**src/rtl/time_disp_scan.sv**
```systemverilog
// time_disp_scan: six-digit multiplexed 7-segment scanner for a MM.SS.hh
// display. A prescaler sets the slot period. Each slot starts with a short
// blank phase that suppresses ghosting. Digit values are taken from shadow
// registers, which are reloaded once per frame.
module time_disp_scan #(
  parameter int SCAN_DIV  = 1000,
  parameter int BLANK_CYC = 2
) (
  input  logic       clk,
  input  logic       rst,
  input  logic [7:0] min_i,
  input  logic [7:0] sec_i,
  input  logic [7:0] ms_10_i,
  input  logic       blank_lz_i,
  output logic [7:0] an_o,
  output logic [7:0] seg_o,
  output logic       frame_o
);

  localparam logic [15:0] LP_TC  = 16'(SCAN_DIV - 1);
  localparam logic [15:0] LP_BLK = 16'(BLANK_CYC);

  logic [15:0] r_presc;
  logic [2:0]  r_idx;
  logic [7:0]  r_min;
  logic [7:0]  r_sec;
  logic [7:0]  r_ms;
  logic [7:0]  r_an;
  logic [7:0]  r_seg;
  logic        r_frame;

  logic        w_tick;
  logic        w_last;
  logic [3:0]  w_nib;
  logic [6:0]  w_dec;
  logic        w_dp;
  logic        w_blank;
  logic [7:0]  w_an_nxt;
  logic [7:0]  w_seg_nxt;

  assign w_tick = (r_presc == LP_TC);
  assign w_last = w_tick && (r_idx == 3'd5);

  // Pick the BCD nibble belonging to the current slot, then decode it
  // (active-low segments, dash for non-BCD).
  always_comb begin
    w_nib = 4'h0;
    case (r_idx)
      3'd0:    w_nib = r_ms[3:0];
      3'd1:    w_nib = r_ms[7:4];
      3'd2:    w_nib = r_sec[3:0];
      3'd3:    w_nib = r_sec[7:4];
      3'd4:    w_nib = r_min[3:0];
      3'd5:    w_nib = r_min[7:4];
      default: w_nib = 4'h0;
    endcase
    w_dec = 7'h3F;
    case (w_nib)
      4'd0:    w_dec = 7'h40;
      4'd1:    w_dec = 7'h79;
      4'd2:    w_dec = 7'h24;
      4'd3:    w_dec = 7'h30;
      4'd4:    w_dec = 7'h19;
      4'd5:    w_dec = 7'h12;
      4'd6:    w_dec = 7'h02;
      4'd7:    w_dec = 7'h78;
      4'd8:    w_dec = 7'h00;
      4'd9:    w_dec = 7'h10;
      default: w_dec = 7'h3F;
    endcase
  end

  // Next anode/segment drive: blank phase and leading-zero suppression
  // override the active digit. blank_lz_i is used live, not shadowed.
  always_comb begin
    w_dp      = !((r_idx == 3'd2) || (r_idx == 3'd4));
    w_blank   = (r_presc < LP_BLK) ||
                ((r_idx == 3'd5) && blank_lz_i && (r_min[7:4] == 4'h0));
    w_an_nxt  = 8'hFF;
    w_seg_nxt = 8'hFF;
    if (!w_blank) begin
      w_an_nxt  = {2'b11, ~(6'b000001 << r_idx)};
      w_seg_nxt = {w_dp, w_dec};
    end
  end

  // Prescaler, slot index, per-frame shadow capture and registered outputs.
  always_ff @(posedge clk) begin
    if (!rst) begin
      r_presc <= '0;
      r_idx   <= '0;
      r_min   <= '0;
      r_sec   <= '0;
      r_ms    <= '0;
      r_an    <= 8'hFF;
      r_seg   <= 8'hFF;
      r_frame <= 1'b0;
    end else begin
      r_presc <= w_tick ? 16'd0 : r_presc + 16'd1;
      if (w_tick) begin
        r_idx <= (r_idx == 3'd5) ? 3'd0 : r_idx + 3'd1;
      end
      if (w_last) begin
        r_min <= min_i;
        r_sec <= sec_i;
        r_ms  <= ms_10_i;
      end
      r_frame <= w_last;
      r_an    <= w_an_nxt;
      r_seg   <= w_seg_nxt;
    end
  end

  assign an_o    = r_an;
  assign seg_o   = r_seg;
  assign frame_o = r_frame;

endmodule

```
**config.mk**
```make
export PLATFORM = sky130hd
export DESIGN_NAME = time_disp_scan
export DESIGN_NICKNAME = d
export VERILOG_FILES = /design/src/rtl/time_disp_scan.sv
export SDC_FILE = /design/constraint.sdc
export NUM_CORES = 1
export LEC_CHECK = 0
export ABC_AREA = 1
export CAP_MARGIN = 0
export CORE_ASPECT_RATIO = 1.25
export CORE_UTILIZATION = 35
export DETAILED_ROUTE_END_ITERATION = 10
export DONT_BUFFER_PORTS = 1
export PLACE_DENSITY_LB_ADDON = 0.15
export SLEW_MARGIN = 20
export SYNTH_ARGS = -nofsm -noshare
export SYNTH_HDL_FRONTEND = slang
export SYNTH_SLANG_ARGS = --single-unit
```
**constraint.sdc**
```tcl
create_clock -name clk -period 1.97 [get_ports clk]
set_input_delay 0 -clock clk [delete_from_list [all_inputs] [get_ports clk]]
set_output_delay 0 -clock clk [all_outputs]
set_load 0.01 [all_outputs]
```
## Word-level counts from Yosys, hierarchy flattened

Memory sizes are Yosys's and may differ from the RTL's. A register that Yosys moved wholly into a read port is not among the register bits.
Index checks and enable logic that the tools add are counted.

| operators by class | value |
|---|---|
| multipliers | 0 |
| muxes and demuxes | 2 |
| add/subtract/negate cells | 2 |
| order comparisons | 1 |
| reductions and logical operators | 10 |
| bitwise gates (word level) | 2 |
| shifts and indexed selects | 1 |
| equality and inequality tests | 6 |
| div/mod/pow operators | 0 |

Operators with widths:

| cell | count |
|---|---|
| $pmux 4 s6 | 1 |
| $add 16x1->16 const B | 1 |
| $eq 16x10->1 const B | 1 |
| $lt 16x2->1 const B | 1 |
| $eq 3x2->1 const B | 2 |
| $eq 3x3->1 const B | 2 |
| $not 6->6 | 1 |
| $shl 1x3->6 const A | 1 |
| $logic_not 4->1 | 1 |
| $reduce_or 2->1 | 2 |
| $add 3x1->3 const B | 1 |
| $eq 3x1->1 const B | 1 |
| $logic_and 1x1->1 | 3 |
| $logic_not 3->1 | 1 |
| $mux 3 | 1 |
| $logic_or 1x1->1 | 2 |
| $logic_not 1->1 | 1 |
| $not 1->1 | 1 |

| word-level totals | value |
|---|---|
| memories | 1 |
| output and inout bits | 17 |
| word-level logic and storage cells | 34 |
| ROM bits | 112 |
| bits in writable memories | 0 |
| flip-flop bits (word level) | 60 |
| bits in latches | 0 |

Memories:

| name | words | bits a word | read ports | clocked after Yosys merged registers in | write ports | RTL line | source |
|---|---|---|---|---|---|---|---|
| (name not given) | 16 | 7 | 1 | 1 | 0 | 58 | `case (w_nib)` |

## Longest topological paths before layout

| depth | value |
|---|---|
| depth after elaboration | 5 |
| mapped depth | 15 |
| depth with buffers taken out | 15 |

## Worst setup path after synthesis

Ideal clock, no wire load.

| path | value |
|---|---|
| path kind | register -> register |
| from | register r_idx[1] |
| to | register r_seg[3], in the netlist seg_o[3] |
| slack | 0.248 ns |
| path buffers | 1 |
| arrival | 1.600 ns |
| library setup time | 0.122 ns |
| cell stages (with the launch flop) | 15 |
| data required time | 1.848 ns |
| cells stage by stage | dfxtp_1 buf_4 nand2_1 inv_1 ha_1 nand2_1 o21ai_0 nor2_1 nand2_2 inv_1 ha_1 inv_1 nand2_1 nand3_1 nand3_1 |

| on the way | value |
|---|---|
| cells in the longest elaborated chain, start to end | 5 |
| elaborated cells between the ends (all ways) | 11 |
| those cells by class | eq/ne (5); mux (1); reduce/logical (5) |

Ends and longest elaborated chain:

| item | RTL line | source |
|---|---|---|
| from (decl) | 24 | `logic [2:0] r_idx;` |
| from (signal assigned) | 101 | `r_idx <= (r_idx == 3'd5) ? 3'd0 : r_idx + 3'd1;` |
| $eq 3x3->1 | 48, 78 |  |
| $logic_and 1x1->1 (2 in series) | 78 | `((r_idx == 3'd5) && blank_lz_i && (r_min[7:4] == 4'h0));` |
| $logic_or 1x1->1 | 77 | `w_blank = (r_presc < LP_BLK) \|\|` |
| $reduce_or 2->1 (no source line) | n/a |  |
| to (decl) | 29 | `logic [7:0] r_seg;` |

Parallel ways exist; a longest one is shown, timed or not.
A chain may end at the register's enable or synchronous reset.

## Final worst setup path

Same ends and word-level chain as after synthesis.

==> results.json <==
{
  "power.internal_mw": 1.988,
  "clk_pin_slew_ns": 0.07,
  "final_nets": 437,
  "grt_pass1_vias": 2248,
  "grt_overflow_total": 0,
  "rsz0062_at_grt": "no",
  "ys_ff_latch": 58,
  "htree_levels": 3,
  "drv_cap": 0,
  "place_hpwl_um": 4614,
  "finalSetupViolCount": 0,
  "p_seq_share_pct": 47.6,
  "rows": 35,
  "drtIter0Drc": 66,
  "cts.sinks": 58,
  "cts_buffer_depth": 2,
  "skew_ns": 0.01093,
  "root_buffer": "clkbuf_8",
  "die_w_um": 80.85,
  "crit_buf_inv": 3,
  "remaining_drc_errors": 0,
  "synth_area_um2": 2720,
  "place_congestion": 0.8811,
  "fin_crit_sh_pct": 89.93,
  "fill_cells": 768,
  "crit_path_end_kind": "flip-flop",
  "diodes": 0,
  "syn2layout_area_growth_pct": 21.48,
  "cts_buffers": 9,
  "initial_core_util_pct": 36.54,
  "peakVddDrop_mv": 0.4490,
  "antenna_found_initial": 0,
  "tightest_slew_ns": 0.8854,
  "critPathRequiredTime_ns": 2.20,
  "cts_tree": "done",
  "slew_headroom_pct": 40.78,
  "setup_tns_ns": 0,
  "vias": 2349,
  "timing.fmax_ghz": 0.5644,
  "ys_types": 29,
  "ys_warn_count": 0,
  "p_leak_nw": 1.310,
  "hold_violations": 0,
  "whs_ns": 0.06689,
  "drive_gt1_share_pct": 13.73,
  "grt_start_max_net_pins": 49,
  "crit_fanout": 5,
  "detail_route.first_pass.iterations": 4,
  "wirelength_um": 6259,
  "period_needed_ns": 1.772,
  "clock_latency_ns": 0.34,
  "io_buffers": 0,
  "crit_chain": "buf_4, nand3_2, o21ai_2, nor2_1, nand2_2, inv_1, ha_1, inv_1, nand2_1, nand3_1, nand3_1",
  "power_frac_comb_pct": 4.3,
  "grt_pass1_wl_um": 10310,
  "yosysSeqAreaShare_pct": 42.69,
  "start_kind": "flip-flop",
  "switching_share_pct": 21.48,
  "hold_class": "input pin to flip-flop",
  "synthCells": 371,
  "grt_usage_pct": 17.13,
  "path_delay_family": "simple AND/OR/NAND/NOR gates",
  "die_height_um": 100.6,
  "post_drt_via_cell_ratio": 4.698,
  "p_per_area_nw_per_um2": 766.3,
  "syn_avg_cell_area_um2": 7.332,
  "p_sw_uw": 543.9,
  "critical_path_class": "flip-flop to flip-flop",
  "ant_nets": 0,
  "outcome": "finished, final reports clean",
  "max_stage_delay_ns": 0.39,
  "p_clk_share_pct": 48.2,
  "ioPinCount": 44,
  "core_area_um2": 7445,
  "slowest_stage": "dfxtp_1",
  "slew_violations": 0,
  "die_area_um2": 8131,
  "routedWlPerCell_um": 12.52,
  "arrival_ns": 2.00,
  "utilization_pct": 44.39
}
[what timing repair did]
action,CTS,global route
gates resized for setup,0,5
hold endpoints to repair,33,0
hold buffers,25,0
setup buffers,0,0
setup endpoints to repair,0,3
[logic make-up after synthesis]
group | count (synthesis) | share of synthesized area, %
AND/OR/NAND/NOR | 165 | 29.53
AO/OA/AOI/OAI | 70 | 13.11
buffers and inverters | 70 | 11.32
flip-flops | 58 | 42.69
adder cells (fa/ha/maj) | 7 | 3.220
other | 1 | 0.1379
[cell usage after synthesis (all sizes together)]
master	n	share of area [%]
a21boi	1	0.28
a21oi	35	6.4
buf	11	3.1
clkbuf	3	0.41
clkinv	1	0.18
conb	1	0.14
dfxtp	58	43
ha	7	3.2
inv	55	7.6
nand2	72	10
nand3	32	6.4
nand3b	1	0.28
nand4	9	2.1
nor2	36	6.5
nor3	8	1.5
nor3b	6	2.0
o21ai	34	6.4
or2	1	0.23
[layout make-up]
cell class / count / area, um2 / share of cell area, %
Clock inverter: 5 / 77.57 / 2.348
Tap cell: 92 / 115.1 / 3.484
Inverter: 56 / 211.5 / 6.399
Timing Repair Buffer: 34 / 330.3 / 9.996
Sequential cell: 58 / 1165 / 35.25
Multi-Input combinational cell: 244 / 1264 / 38.24
Clock buffer: 11 / 141.4 / 4.279
[routing by layer]
layer  vias to the layer above  GRT usage, %  part of all wire [%]
met5                         -             0                     0
met4                         0         8.654                   2.6
met3                        15         5.068                   3.3
met2                        33         30.70                    53
met1                      1042         17.73                    41
li1                       1259             -                     -
[state kept, by name (all words and copies together), names as in the netlist]
| name | cells |
|---|---|
| r_idx | 3 |
| frame_o | 1 |
| r_min | 8 |
| r_sec | 8 |
| r_ms | 8 |
| seg_o | 8 |
| r_presc | 16 |
| an_o | 6 |
[metrics by stage]
stage / cells / power [mW] / worst slack [ns] / cell area (um2)
2_1_floorplan: 372 / 1.284 / 0.2485 / 2724
3_3_place_gp: 459 / 1.296 / 0.1012 / 2823
3_5_place_dp: 459 / 1.296 / 0.09673 / 2823
4_1_cts: 500 / 2.571 / 0.08477 / 3292
5_1_grt: 500 / 2.633 / 0.01185 / 3304
6_report: 500 / 2.532 / 0.1983 / 3304
[tightest hold or removal path, stage by stage]
cell,delay (ns)
nand4_1,0.11
nand3_1,0.16
a21oi_1,0.06
nand2_1,0.06
[power by group through the flow]
stage                     Combinational (mW)  Clock, mW  Sequential, mW
after global placement                0.0633          0            1.23
after floorplan                       0.0534          0            1.23
final                                  0.108       1.22            1.20
after detailed placement              0.0636          0            1.23
after CTS                              0.110       1.26            1.21
after global routing                   0.122       1.30            1.21
[path summary, 6_finish.rpt]
check / start / endpoint / slack (ns) / depth (start not counted)
hold reg to reg: r_ms[7] / r_ms[7] / 0.45 / 2
hold / removal: blank_lz_i / seg_o[4] / 0.07 / 4
setup / recovery: r_idx[1] / seg_o[3] / 0.20 / 11
setup reg to reg: r_idx[1] / seg_o[3] / 0.20 / 11
[placed cells by master (no fill, tap or decap)]
master	instances
o21ai_1	1
bufinv_16	2
nand3b_1	1
ha_1	7
inv_1	50
a21boi_1	1
buf_4	8
clkbuf_8	10
clkinv_2	3
clkinvlp_4	1
dfxtp_1	57
nor2_2	7
nor3b_2	2
dfxtp_4	1
conb_1	2
nor2_4	4
nand4_1	9
nand2_1	66
a21oi_1	35
nand3_1	29
or2_2	1
dlygate4sd3_1	25
o21ai_0	31
nor3_1	8
nand2_2	6
nor3b_1	4
nand3_2	3
clkbuf_1	1
o21ai_2	2
buf_12	1
nor2_1	25
inv_2	5
(Power assumes the default switching activity.)
